File: src/rtl/collatz_pkg.sv
// collatz_pkg: constants and types shared by the Collatz output-path blocks.
//   BITS         default width of each result word (multiple of 8)
//   HEADER       first byte of every result frame
//   FRAME_BYTES  header + three words + checksum, in bytes
//   state_t      framer FSM states
package collatz_pkg;

  localparam int unsigned BITS   = 32;
  localparam logic [7:0]  HEADER = 8'hC5;

  // Frame length for an arbitrary word width, so a framer built with a
  // different BITS override can still size its byte index correctly.
  function automatic int unsigned frame_bytes(input int unsigned bits);
    return 3 * bits / 8 + 2;
  endfunction

  localparam int unsigned FRAME_BYTES = frame_bytes(BITS);

  typedef enum logic [1:0] {
    ST_IDLE,
    ST_HEADER,
    ST_PAYLOAD,
    ST_CHECKSUM
  } state_t;

endpackage

File: src/rtl/collatz_result_framer.sv
// collatz_result_framer: captures one finished Collatz result and emits it
// as a fixed-length checksummed byte frame:
//   HEADER, number (LSB first), orbit_len (LSB first),
//   path_record (LSB first), XOR of all preceding bytes.
// Ports:
//   clk, reset        rising-edge clock, synchronous active-high reset
//   res_valid/ready   result handshake from the compute core
//   res_number        start value of the orbit
//   res_orbit_len     orbit length
//   res_path_record   highest value reached on the orbit
//   tx_data/valid     registered byte stream towards pins / UART
//   tx_ready          sink accepts tx_data
//   busy              frame in progress (inverse of res_ready)
//   frame_done        one-cycle pulse after the checksum byte is accepted
module collatz_result_framer
  import collatz_pkg::*;
#(
  parameter int unsigned BITS   = collatz_pkg::BITS,
  parameter logic [7:0]  HEADER = collatz_pkg::HEADER
) (
  input  logic            clk,
  input  logic            reset,
  input  logic            res_valid,
  output logic            res_ready,
  input  logic [BITS-1:0] res_number,
  input  logic [BITS-1:0] res_orbit_len,
  input  logic [BITS-1:0] res_path_record,
  output logic [7:0]      tx_data,
  output logic            tx_valid,
  input  logic            tx_ready,
  output logic            busy,
  output logic            frame_done
);

  localparam int unsigned WORD_BYTES    = BITS / 8;
  localparam int unsigned PAYLOAD_BYTES = 3 * WORD_BYTES;
  localparam int unsigned IDX_W         = $clog2(frame_bytes(BITS));
  localparam logic [IDX_W-1:0] LAST_IDX = IDX_W'(PAYLOAD_BYTES - 1);

  state_t            state;
  logic [IDX_W-1:0]  idx;
  logic [IDX_W-1:0]  sel_idx;
  logic [BITS-1:0]   num_q;
  logic [BITS-1:0]   orbit_q;
  logic [BITS-1:0]   path_q;
  logic [7:0]        csum;
  logic [7:0]        next_byte;
  logic              tx_fire;

  assign res_ready = (state == ST_IDLE);
  assign busy      = !res_ready;
  assign tx_fire   = tx_valid && tx_ready;

  // tx_data is registered, so the byte loaded on a handshake is the one
  // *after* the current index: payload byte 0 when leaving HEADER,
  // idx+1 while walking the payload.
  always_comb begin
    sel_idx = (state == ST_HEADER) ? '0 : IDX_W'(idx + 1'b1);
  end

  // word = index / WORD_BYTES, byte = index % WORD_BYTES
  always_comb begin
    next_byte = '0;
    for (int unsigned i = 0; i < PAYLOAD_BYTES; i++) begin
      if (sel_idx == IDX_W'(i)) begin
        case (i / WORD_BYTES)
          0:       next_byte = num_q[8*(i % WORD_BYTES) +: 8];
          1:       next_byte = orbit_q[8*(i % WORD_BYTES) +: 8];
          default: next_byte = path_q[8*(i % WORD_BYTES) +: 8];
        endcase
      end
    end
  end

  always_ff @(posedge clk) begin
    if (reset) begin
      state      <= ST_IDLE;
      idx        <= '0;
      num_q      <= '0;
      orbit_q    <= '0;
      path_q     <= '0;
      csum       <= '0;
      tx_data    <= '0;
      tx_valid   <= 1'b0;
      frame_done <= 1'b0;
    end else begin
      frame_done <= 1'b0;
      case (state)
        ST_IDLE: begin
          if (res_valid) begin
            num_q    <= res_number;
            orbit_q  <= res_orbit_len;
            path_q   <= res_path_record;
            csum     <= HEADER;
            tx_data  <= HEADER;
            tx_valid <= 1'b1;
            idx      <= '0;
            state    <= ST_HEADER;
          end
        end
        ST_HEADER: begin
          if (tx_fire) begin
            tx_data <= next_byte;
            idx     <= '0;
            state   <= ST_PAYLOAD;
          end
        end
        ST_PAYLOAD: begin
          if (tx_fire) begin
            csum <= csum ^ tx_data;
            if (idx == LAST_IDX) begin
              // Checksum byte must already include the last payload byte.
              tx_data <= csum ^ tx_data;
              state   <= ST_CHECKSUM;
            end else begin
              idx     <= IDX_W'(idx + 1'b1);
              tx_data <= next_byte;
            end
          end
        end
        ST_CHECKSUM: begin
          if (tx_fire) begin
            tx_valid   <= 1'b0;
            tx_data    <= '0;
            frame_done <= 1'b1;
            state      <= ST_IDLE;
          end
        end
        default: begin
          state    <= ST_IDLE;
          tx_valid <= 1'b0;
        end
      endcase
    end
  end

endmodule

File: config.mk
export PLATFORM = sky130hd
export DESIGN_NAME = collatz_result_framer
export DESIGN_NICKNAME = d
export VERILOG_FILES = /design/src/rtl/collatz_pkg.sv /design/src/rtl/collatz_result_framer.sv
export SDC_FILE = /design/constraint.sdc
export NUM_CORES = 1
export LEC_CHECK = 0
export ABC_AREA = 1
export CELL_PAD_IN_SITES_DETAIL_PLACEMENT = 0
export CELL_PAD_IN_SITES_GLOBAL_PLACEMENT = 1
export CORE_UTILIZATION = 39
export CTS_CLUSTER_SIZE = 28
export DETAILED_ROUTE_END_ITERATION = 12
export PLACE_DENSITY = 0.83
export SKIP_CTS_REPAIR_TIMING = 1
export SLEW_MARGIN = 10
export SYNTH_ARGS = -nofsm -noshare
export SYNTH_HDL_FRONTEND = slang
export SYNTH_SLANG_ARGS = --single-unit
export TNS_END_PERCENT = 100
File: constraint.sdc
create_clock -name clk -period 3.57 [get_ports clk]
set_clock_uncertainty 0.1 [all_clocks]
set_input_delay 0.714 -clock clk [delete_from_list [all_inputs] [get_ports clk]]
set_output_delay 0.714 -clock clk [all_outputs]
set_load 0.05 [all_outputs]
==> results by stage <==
Outcome:
- The flow ran to the end, and the final reports show no timing, DRC or antenna violations.

Detailed routing:
- After detailed routing, the average wire length per cell comes to roughly 14 um.
- For this block, the via count after detailed routing is between 5000 and 6000.
- The number of vias per cell after detailed routing is between 4 and 5.
- Before antenna repair, the detailed router went through 7 iterations.
- The routed design has 14.2 mm of wire.
- For this run, design rule violations remaining after detail routing come to 0.
- In this run, the number of DRC markers left after iteration 0 of detailed routing was 325.
- The number of antenna-violating nets in the routed design is 0.

CTS:
- The clock drives 120 sinks.
- The worst-skew pair later-pin latency is around 0.4 ns.
- Clock tree synthesis inserted a total of 17 buffers.
- The H-tree depth is 4.
- The clock passes through at most 2 buffers.
- After clock tree synthesis, the clock-pin slew on the worst setup and hold paths is about 0.05 ns.
- The clock tree from TritonCTS is yes.
- CTS placed an instance of clkbuf_16 at the clock tree root.

Floorplan:
- The die is ~120 um wide.
- In this run the count of I/O pins placed on the die edge is 112.
- The row count is 42.
- The height of the die is about 120 um.
- Once the floorplan was initialized, standard cells occupied between 40% and 50% of the core.
- The area of the core is approximately 13000 um2.
- The area of the die is roughly 14000 um2.

Worst setup path:
- On the critical path the largest part of the delay comes from buffers and inverters.
- In this run the number of cells on the critical path is 4.
- The startpoint of the lowest-slack register-to-register path is state[1].
- The endpoint identified for the worst register-to-register timing path is tx_data[5].
- The data arrival time of the worst path is between 2 and 2.5 ns.
- The worst setup path is captured at an output pin.
- The capture point of the worst path is busy.
- Traced cell by cell, the critical path runs through inv_1 > ha_1 > inv_1 > clkdlybuf4s50_1.
- Along the worst path, the maximum fanout reaches 7.
- The critical path's largest stage delay is roughly 0.8 ns.
- The worst setup path is launched from a flip-flop.
- The number of cells on the worst reg-to-reg path is 17.
- The critical path contains buffers and inverters numbering 3 combined.
- For flop-to-flop paths, the worst setup slack is 0.98 ns.
- For the worst setup path, the data required time is ~2.8 ns.
- The setup path with the least slack is of type flip-flop to output pin.
- The most critical setup path has its startpoint at state[0].
- The cell occurring most often along the worst timing path is inv_1.
- The slowest stage of the critical path is the clkdlybuf4s50_1 cell.

Timing:
- The top achievable clock speed is 345 MHz.
- For the pin with the worst max-slew slack, the measured transition is 0.939 ns.
- The worst slew slack as a fraction of its limit is a little under two fifths.
- The final hold slack is ~0.35 ns.
- In the finished design, the share of the clock period the worst path needs comes to roughly four fifths.
- The number of hold violations in the final report is 0.
- The routed design could run at a clock period as short as 2.90 ns.
- Setup violations remaining at the end of the flow were counted as 0.
- Setup repair after global routing left no endpoint under its margin.
- The accumulated negative setup slack is 0 ns.
- The max-slew violation count is 0.

GRT:
- The largest net degree at the start of global routing is approximately 120.
- The first-pass GRT wire length is roughly 23 mm.
- The number of global-route vias before repair came to 4823.
- The total global-route track usage is 20.7%.
- The initial antenna violation count is 0.
- After global routing the overflow that remains totals 0.

Placement:
- Summed over all nets, the half-perimeter wirelength after detailed placement is ~10 mm.
- The number of buffer cells added on primary ports is 111.
- The congestion estimate from routability-driven global placement came to slightly below 0.9.
- The number of placed instances with taps included is ~1000.

Logic synthesis:
- The register area share after synthesis is about 45%.
- The post-synthesis average cell area is roughly 7.1 um2.
- Summing every instance area after synthesis gives approximately 5400 um2.
- The number of standard cells after synthesis is between 700 and 800.
- In this run, synthesis produced a sequential element count of 120.
- The net count of the mapped netlist is approximately 870.
- The yosys synthesis warning count is 0.
- The number of library cell types mapped by synthesis is 35.

Cells and area:
- Cells fill around 54% of the core in the end.
- The post-route non-filler standard cell count is between 1000 and 1500.
- The antenna diode count is 0.
- In the layout the commonest cells are 184 x nor2_1, 120 x dfxtp_1, 111 x clkdlybuf4s50_1.
- Compared with the post-synthesis result, the final layout area differs by 33.1%.
- The proportion of layout cells with a drive suffix above 1 is under 10%.
- The commonest non-fill, non-tap cell in the layout is nor2_1.
- For this run, the post-layout net count is 964.

Power:
- In this run the power density over the cells is between 800 and 900 nW/um2.
- The cell-internal power is about 3.5 mW.
- Summed over all cells, the static leakage comes to around 2.9 nW.
- For this design the total switching power over the nets is around 2.4 mW.
- The clock network is responsible for roughly a quarter of the overall power.
- The portion of total power attributed to combinational logic is between 40% and 50%.
- The worst IR drop on VDD is 0.491 mV.
- In this run, flip-flops and latches consume around 32% of the power.
- The share of total power consumed by net switching is 40.7%.

Job:
- The tool flagged a number of max-cap violations equal to 0.

Hold path:
- In this run the most critical hold path is launched from orbit_q[18].
- The path category of the worst min-delay check is flip-flop to flip-flop.
cell type report:
type | count | area [um2]
multi-input combinational | 546 | 2630
sequential | 120 | 2400
inverter | 58 | 223
fill | 1333 | 6170
timing repair buffer | 116 | 1160
clock inverter | 2 | 10.0
clock buffer | 28 | 537
tap | 176 | 220
routing by layer:
| metal | track usage [%] | routed length (um) | up-vias |
|---|---|---|---|
| met1 | 27.8 | 6840 | 2347 |
| li1 | - | - | 2677 |
| met5 | 0 | 0 | - |
| met3 | 5.42 | 631 | 17 |
| met2 | 32.9 | 6540 | 115 |
| met4 | 5.55 | 159 | 0 |
how the worst min path moves through the flow:
stage / end / cells past startpoint / slack (ns)
final: orbit_q[18] / 2 / 0.35
after global routing: path_q[29] / 2 / 0.37
after CTS: path_q[26] / 2 / 0.35
after detailed placement: path_q[26] / 2 / 0.34
after global placement: path_q[26] / 2 / 0.34
after floorplan: num_q[11] / 2 / 0.32
logic make-up (layout without fill, tap and decap cells):
group	Yosys count	after routing	synth area share (%)
buffers and inverters	94	204	6.80
xor gates and xnor gates	8	8	1.30
adders and majority gates	5	5	1.16
AOI/OAI and AO/OA	182	182	17.8
and+or+nand+nor	351	351	28.4
DFF	120	120	44.5
sequential cells by signal, indices dropped and copies added (netlist names):
| signal | cells |
|---|---|
| state | 2 |
| num_q | 32 |
| idx | 4 |
| frame_done | 1 |
| tx_valid | 1 |
| orbit_q | 32 |
| csum | 8 |
| tx_data | 8 |
| path_q | 32 |
power groups by stage:
stage | clock network (mW) | logic (mW) | registers [mW]
after floorplan | 0 | 1.69 | 1.99
after global placement | 0 | 2.41 | 1.93
after detailed placement | 0 | 2.47 | 1.94
after CTS | 1.57 | 2.48 | 1.92
after global routing | 1.65 | 2.77 | 1.96
final | 1.55 | 2.46 | 1.92
through the flow:
stage | total power [mW] | worst slack (ns) | cell area (um2)
2_1_floorplan | 3.68 | 1.00 | 5390
3_3_place_gp | 4.34 | 0.921 | 6630
3_5_place_dp | 4.41 | 0.802 | 6630
4_1_cts | 5.96 | 0.655 | 7180
5_1_grt | 6.38 | 0.541 | 7180
6_report | 5.93 | 0.667 | 7180
synth_stat cells (all sizes together):
library cell / count / share of area, %
nor2: 195 / 15
dfxtp: 120 / 45
nand2: 116 / 8.4
o21ai: 110 / 10
a21oi: 59 / 5.7
inv: 58 / 4.1
clkbuf: 31 / 2.2
nand4: 19 / 2.3
nand3: 16 / 2.2
a221oi: 5 / 0.81
buf: 5 / 0.51
ha: 5 / 1.2
xnor2: 4 / 0.65
xor2: 4 / 0.65
a211oi: 3 / 0.42
nor3: 3 / 0.28
a31oi: 2 / 0.23
a21boi: 1 / 0.14
nor3b: 1 / 0.14
o211ai: 1 / 0.14
o31ai: 1 / 0.14
or2: 1 / 0.12
tightest hold or removal path: stages, from the launching register on:
cell and delay, ns:
dfxtp_1 0.29, inv_1 0.06, a21oi_1 0.05
Power figures use the tool's default switching activity.
==> patch (same settings) <==
`BITS`: 32 -> 64.
--- a/src/rtl/collatz_pkg.sv
+++ b/src/rtl/collatz_pkg.sv
@@ -6,5 +6,5 @@
 package collatz_pkg;
 
-  localparam int unsigned BITS   = 32;
+  localparam int unsigned BITS   = 64;
   localparam logic [7:0]  HEADER = 8'hC5;
 
Interface: changed (resized res_number, res_orbit_len and res_path_record); port bits go from 112 to 208. The function was not compared with the original's and may differ.
==> patch against the original RTL <==
Worst setup slack got worse by 340 ps. Power is 52% higher. Fmax shrank 11%. Sequential cell count rose by 97. Combinational power up 33%. Routed wire length grew 100%. Design area increased by 77%. Critical path depth increased by 17. Worst hold slack better by 2.1 ps. Die area rose by 74%. Utilization up 0.087 points. Synthesized area rose by 75%. Non-clock buffer count grew 117. Count of clock-buffer cells in the layout grew 5.
==> patch: results (changes against the original RTL) <==
* Outcome: finished clean (unchanged)
- Slew of the pin with the lowest slew margin: 638 ps (was 939 ps)
- Total power of the final layout: 0.00902 W (was 0.00593 W)
- Net load switching power: 0.00342 W (was 0.00241 W)
* Gpl congestion: 0.874 (was 0.865)
- The peak per-stage delay on the critical path came to 350 ps (was 800 ps).
* Length of the first detailed-routing pass in iterations: 5 (was 7)
* Top Registers: num_q x64, orbit_q x64, path_q x64 (was num_q x32, orbit_q x32, path_q x32)
* Wire length of the first global-routing pass: 45100 µm (was 23300 µm)
- The met3 global-route usage is 3.18% (was 5.42%).
* Combinational Power Share: 36.3% (was 41.6%)
- The xor-xnor portion of the synthesized cell area came to 0.741% (was 1.30%).
- Average detailed-routed wire length per instance: 15.2 µm (was 13.5 µm)
- The reg-to-reg setup timing slack is 320 ps (was 980 ps).
* GR met2 Demand/Resource: 37.5% (was 32.9%)
- Standard cell area after detailed placement: 11900 µm² (was 6630 µm²)
- Number of violations reported at the end of detailed-routing iteration 0: 588 (was 325)
* Number of levels the H-tree was split into: 1 (was 4)
- Synth top cells by count: sky130_fd_sc_hd__nor2_1 (356), sky130_fd_sc_hd__dfxtp_1 (217), sky130_fd_sc_hd__o21ai_0 (205) (was sky130_fd_sc_hd__nor2_1 (184), sky130_fd_sc_hd__dfxtp_1 (120), sky130_fd_sc_hd__nand2_1 (111))
- Post-synth cell types: 38 (was 35)
- The total leakage power was 5.00 nW (was 2.90 nW).
* Number of antenna violations at the first check in global routing: 1 (was 0)
- Post-Synthesis Net Count: 1565 (was 865)
* Worst skew pair latency: 510 ps (was 410 ps)
- The cell count after synthesis is 1364 (was 760).
- The number of buffers inserted during clock tree synthesis came to 23 (was 17).
* Maximum clock rate: 308 MHz (was 345 MHz)
patch: changes by cell type in the layout (fill, tap and decap cells not counted), sizes merged, moves of 5 or more:
cell / unedited run / this run
nand3: 16 / 30
nor3: 3 / 12
dfxtp: 120 / 217
buf: 5 / 26
nand4: 19 / 31
clkdlybuf4s50: 111 / 207
clkbuf: 28 / 33
a21oi: 59 / 98
inv: 58 / 91
nand2: 116 / 209
nor2: 195 / 366
o21ai: 110 / 209
patch: area by class of cell:
| type | instances | area [µm²] |
|---|---|---|
| repair buffers | 233 | 2350 |
| clock inverters | 7 | 66.3 |
| inverters | 91 | 348 |
| clock buffers | 33 | 663 |
| multi-input cells | 988 | 4540 |
| flip-flops and latches | 217 | 4350 |
| well taps | 319 | 399 |
| diodes | 1 | 2.50 |
| fillers | 2341 | 10900 |
patch: logic make-up after synthesis:
group | Yosys count
and+or+nand+nor | 658
DFF | 217
buffers and inverters | 159
xor gates and xnor gates | 8
AOI/OAI and AO/OA | 317
adders and majority gates | 5
